`src/rtl/dsp48_pkg.sv`:
```
// Shared DSP48 slice definitions: OPMODE field positions, X/Z select encodings, datapath widths.
// Latency: n/a (package only).
// Backpressure: n/a (package only).
package dsp48_pkg;

    localparam int W_M = 36;
    localparam int W_P = 48;

    // OPMODE field positions; bits [6:4] have no meaning in the post-adder.
    localparam int OPM_X_LSB = 0;
    localparam int OPM_Z_LSB = 2;
    localparam int OPM_SUB   = 7;

    typedef enum logic [1:0] {
        X_ZERO = 2'd0,
        X_M    = 2'd1,
        X_P    = 2'd2,
        X_DAB  = 2'd3
    } x_sel_t;

    typedef enum logic [1:0] {
        Z_ZERO = 2'd0,
        Z_PCIN = 2'd1,
        Z_P    = 2'd2,
        Z_C    = 2'd3
    } z_sel_t;

endpackage

```
`src/rtl/dsp_pipe_reg_n.sv`:
```
// Optional pipeline register: captures d when ce=1, holds otherwise; EN=0 passes d straight through.
// Latency: 1 cycle when EN=1, 0 cycles when EN=0.
// Backpressure: none; ce=0 simply holds the stored value (it is never cleared by ce).
// Ports: clk, rst_n (async active-low clear), ce (capture enable), d (input), q (output).
module dsp_pipe_reg_n #(
    parameter int WIDTH = 1,
    parameter bit EN    = 1'b1
) (
    input  logic             clk,
    input  logic             rst_n,
    input  logic             ce,
    input  logic [WIDTH-1:0] d,
    output logic [WIDTH-1:0] q
);

    logic [WIDTH-1:0] r;

    always_ff @(posedge clk or negedge rst_n) begin
        if (!rst_n) begin
            r <= '0;
        end else if (ce) begin
            r <= d;
        end
    end

    // With EN=0 the register is left dangling and is trimmed by synthesis.
    assign q = EN ? r : d;

endmodule

```
`src/rtl/dsp_post_adder_acc.sv`:
```
// DSP48A1 post-adder/accumulator: OPMODE-selected X/Z operands, add/sub with carry-in, P register.
// Latency: opmode/carryin -> p in OPMODEREG/CARRYINREG + PREG edges; m/dab/c/pcin -> p in PREG edges.
// Backpressure: none; each register holds while its ce is low.
// Ports: clk, rst_n; ce_opmode/ce_carryin/ce_p enables; opmode, m, dab, c, pcin, carryin operands;
//        p/pcout result and cascade, carryout/carryoutf carry (borrow when subtracting).
module dsp_post_adder_acc
    import dsp48_pkg::*;
#(
    parameter int OPMODEREG  = 1,
    parameter int CARRYINREG = 1,
    parameter int PREG       = 1
) (
    input  logic           clk,
    input  logic           rst_n,
    input  logic           ce_opmode,
    input  logic           ce_carryin,
    input  logic           ce_p,
    input  logic [7:0]     opmode,
    input  logic [W_M-1:0] m,
    input  logic [W_P-1:0] dab,
    input  logic [W_P-1:0] c,
    input  logic [W_P-1:0] pcin,
    input  logic           carryin,
    output logic [W_P-1:0] p,
    output logic [W_P-1:0] pcout,
    output logic           carryout,
    output logic           carryoutf
);

    logic [7:0]     opmode_q;
    logic           carryin_q;
    x_sel_t         x_sel;
    z_sel_t         z_sel;
    logic           sub;
    logic [W_P-1:0] x_op;
    logic [W_P-1:0] z_op;
    logic [W_P:0]   sum_full;
    logic [W_P-1:0] p_r;
    logic           carryout_r;
    logic           unused_opmode_bits;

    dsp_pipe_reg_n #(.WIDTH(8), .EN(OPMODEREG != 0)) u_opmode_reg (
        .clk   (clk),
        .rst_n (rst_n),
        .ce    (ce_opmode),
        .d     (opmode),
        .q     (opmode_q)
    );

    dsp_pipe_reg_n #(.WIDTH(1), .EN(CARRYINREG != 0)) u_carryin_reg (
        .clk   (clk),
        .rst_n (rst_n),
        .ce    (ce_carryin),
        .d     (carryin),
        .q     (carryin_q)
    );

    assign x_sel              = x_sel_t'(opmode_q[OPM_X_LSB +: 2]);
    assign z_sel              = z_sel_t'(opmode_q[OPM_Z_LSB +: 2]);
    assign sub                = opmode_q[OPM_SUB];
    assign unused_opmode_bits = ^opmode_q[6:4];

    always_comb begin
        x_op = '0;
        unique case (x_sel)
            X_ZERO: x_op = '0;
            X_M:    x_op = {{(W_P-W_M){1'b0}}, m};  // zero-extended, m is unsigned here
            X_P:    x_op = p_r;
            X_DAB:  x_op = dab;
            default: x_op = '0;
        endcase
    end

    always_comb begin
        z_op = '0;
        unique case (z_sel)
            Z_ZERO: z_op = '0;
            Z_PCIN: z_op = pcin;
            Z_P:    z_op = p_r;
            Z_C:    z_op = c;
            default: z_op = '0;
        endcase
    end

    // 49-bit arithmetic: bit 48 is the carry on add and the borrow on subtract.
    always_comb begin
        if (sub) begin
            sum_full = {1'b0, z_op} - ({1'b0, x_op} + {{W_P{1'b0}}, carryin_q});
        end else begin
            sum_full = {1'b0, z_op} + {1'b0, x_op} + {{W_P{1'b0}}, carryin_q};
        end
    end

    // The P register always exists because the X_P/Z_P feedback needs it even when
    // PREG=0; PREG only decides whether the ports see it or the raw adder output.
    dsp_pipe_reg_n #(.WIDTH(W_P+1), .EN(1'b1)) u_p_reg (
        .clk   (clk),
        .rst_n (rst_n),
        .ce    (ce_p),
        .d     (sum_full),
        .q     ({carryout_r, p_r})
    );

    assign p         = (PREG != 0) ? p_r : sum_full[W_P-1:0];
    assign carryout  = (PREG != 0) ? carryout_r : sum_full[W_P];
    assign pcout     = p;
    assign carryoutf = carryout;

endmodule

```
`config.mk`:
```
export PLATFORM = sky130hd
export DESIGN_NAME = dsp_post_adder_acc
export DESIGN_NICKNAME = d
export VERILOG_FILES = /design/src/rtl/dsp48_pkg.sv /design/src/rtl/dsp_pipe_reg_n.sv /design/src/rtl/dsp_post_adder_acc.sv
export SDC_FILE = /design/constraint.sdc
export NUM_CORES = 1
export LEC_CHECK = 0
export ABC_AREA = 0
export BUFFER_PORTS_ARGS = -buffer_cell sky130_fd_sc_hd__buf_4
export CAP_MARGIN = 10
export CORE_ASPECT_RATIO = 0.7
export CORE_MARGIN = 2
export CORE_UTILIZATION = 56
export CTS_CLUSTER_DIAMETER = 200
export CTS_CLUSTER_SIZE = 12
export DETAILED_ROUTE_END_ITERATION = 7
export PLACE_DENSITY = 0.84
export SYNTH_ARGS = -nofsm -noshare
export SYNTH_HDL_FRONTEND = slang
export SYNTH_HIERARCHICAL = 1
export SYNTH_SLANG_ARGS = --single-unit
```
`constraint.sdc`:
```
create_clock -name clk -period 5.4 [get_ports clk]
set_clock_uncertainty 0.2 [all_clocks]
set_input_delay 0.81 -clock clk [delete_from_list [all_inputs] [get_ports clk]]
set_output_delay 0.81 -clock clk [all_outputs]
set_load 0.05 [all_outputs]
```
==> flow_metrics.py <==
metrics = {
    "global_route": {
        "grt_pass1_vias": 10701,
        "grt_use_total_pct": 33.3,
        "grt_max_degree": 56,
        "grt_overflow": 0,
        "antenna_found_initial": 0,
        "grt_pass1_wl_um": 57100,
    },
    "drt": {
        "drtPass1Iterations": 6,
        "wl_met2_um": 15800,
        "wirelength_um": 37000,
        "dr.first_iter.drc_count": 1079,
        "wl_met1_um": 17200,
        "wire_per_inst_um": 19.4,
        "viasPerCell": 6.05,
        "num_vias": 11500,
        "met3_length_um": 3540,
        "remaining_drc_errors": 0,
        "detail-route-antenna-nets": 0,
        "top_layer_used": "met4",
    },
    "final_layout": {
        "layout_common_cells": "buf_4 (318), ha_1 (139), inv_1 (135), mux2_2 (123), a21oi_1 (117)",
        "fillers": 1678,
        "layout.cells.non_filler": 1900,
        "fin_util_pct": 68.8,
        "area_delta_synth_final_pct": 20.5,
        "fin_nets": 1966,
        "drive_gt1_share_pct": 30.6,
        "design_area_mm2": 0.0136,
        "final_common_cell": "buf_4",
        "n_antenna_cell": 0,
    },
    "status": {
        "outcome": "finished, final reports clean",
    },
    "cts": {
        "cts_tree": "done",
        "root_buffer": "clkbuf_16",
        "clock_latency_ns": 0.32,
        "clk_pin_slew_ns": 0.09,
        "cts_buffers": 5,
        "h-tree-depth": 2,
        "numClockSinks": 55,
        "cts_buffer_depth": 2,
        "cts_hold_buf": 0,
    },
    "setup_path": {
        "critPathLaunchType": "flop",
        "timing_worst_setup_path_type": "flop to flop",
        "r2r-end": "u_p_reg/q[45]$_DFFE_PN0P_",
        "r2r_cells": 16,
        "critPathRequiredTime_ns": 5.41,
        "r2r_start": "u_opmode_reg/q[1]$_DFFE_PN0P_",
        "r2r_slack_ns": 0.28,
        "end_kind": "flop",
        "cp_max_fo": 16,
        "arrival_ns": 5.14,
    },
    "die": {
        "num_rows": 43,
        "die_x_um": 174,
        "die_area_mm2": 0.0214,
        "coreArea_mm2": 0.0198,
        "fp.dieH_um": 123,
        "initial_core_util_pct": 57.1,
        "ios": 292,
    },
    "sta": {
        "timing.setup.tns_ns": 0,
        "setup_slack_ns": 0.275,
        "finalHoldViolCount": 0,
        "setup_viol": 0,
        "rsz0062_at_grt": "yes",
        "worstMarginPinSlew_ns": 0.918,
        "relSlewSlack_pct": 38.8,
        "fin_crit_sh_pct": 94.9,
        "fmax_mhz": 195,
        "slew_violations": 0,
        "timing.final.crit_period_ns": 5.12,
        "hold_ws_ns": 0.383,
    },
    "placement": {
        "dp.cells": 1888,
        "dpl.hpwl_um": 29600,
        "place.gp.congestion": 0.981,
        "pre_cts_slack_ns": 0.0948,
        "dpl-instance-area_mm2": 0.0134,
        "portBuffers": 288,
    },
    "yosys": {
        "syn_area_mm2": 0.0113,
        "syn-instance-count": 1417,
        "avgSynthCellArea_um2": 7.98,
        "yosysWarnings": 6,
        "synth_fp_nets": 1754,
    },
    "min_path": {
        "hold_class": "input pin to async pin",
    },
    "power": {
        "power_mw": 8.49,
        "ir_drop_uv": 379,
        "p_leak_nw": 6.67,
        "powerDensity_mw_per_mm2": 623,
    },
    "flow_run": {
        "cap_violations": 0,
    },
}
worst max-delay path, stage by stage, from the launching register on:
cell	delay [ns]
dfrtp_4	0.59
nor2b_2	0.23
buf_4	0.21
a22o_1	0.28
ha_1	0.38
nand2b_1	0.09
a311oi_1	0.37
a31o_2	0.20
a211oi_1	0.08
buf_4	0.16
o311ai_0	0.68
a21oi_1	0.23
a31oi_1	0.53
o31ai_1	0.15
xnor2_1	0.17
o22ai_1	0.14
mux2_4	0.32
routing by layer:
layer | track usage [%] | vias to the layer above
met5 | 0 | -
met4 | 5.83 | 0
met3 | 5.81 | 33
met2 | 52.1 | 574
met1 | 48.7 | 5432
li1 | - | 5461
power breakdown:
part	total (mW)	internal (mW)	switching (mW)
sequential	0.932	0.611	0.321
combinational	7.10	2.69	4.40
clock	0.463	0.267	0.195
worst max-delay path by stage:
stage / startpoint / slack, ns / to
global placement: dab[10] / 0.19 / u_p_reg/q[48]$_DFFE_PN0P_
detailed placement: dab[0] / 0.09 / u_p_reg/q[48]$_DFFE_PN0P_
finish: u_opmode_reg/q[1]$_DFFE_PN0P_ / 0.28 / u_p_reg/q[45]$_DFFE_PN0P_
CTS: u_opmode_reg/q[1]$_DFFE_PN0P_ / 0.21 / u_p_reg/q[48]$_DFFE_PN0P_
global route: u_opmode_reg/q[1]$_DFFE_PN0P_ / 0.003 / u_p_reg/q[38]$_DFFE_PN0P_
floorplan: u_opmode_reg/q[3]$_DFFE_PN0P_ / 0.68 / u_p_reg/q[46]$_DFFE_PN0P_
timing repair:
item	4_1_cts	5_1_grt
endpoints found under the setup margin	0	4
endpoints found under the hold margin	0	0
setup buffers	0	4
resized for setup	0	3
layout make-up:
type | count | area [um2] | share of cell area [%]
clock buffers | 5 | 125 | 0.918
clock inverters | 3 | 67.6 | 0.496
inverters | 137 | 514 | 3.77
multi-input cells | 1110 | 8770 | 64.3
flip-flops and latches | 55 | 1390 | 10.2
well taps | 270 | 338 | 2.48
repair buffers | 320 | 2430 | 17.8
registers in the layout, indices dropped and copies added (netlist names):
name,count
u_carryin_reg/q,1
u_p_reg/q,49
u_opmode_reg/q,5
Power figures use the tool's default switching activity.
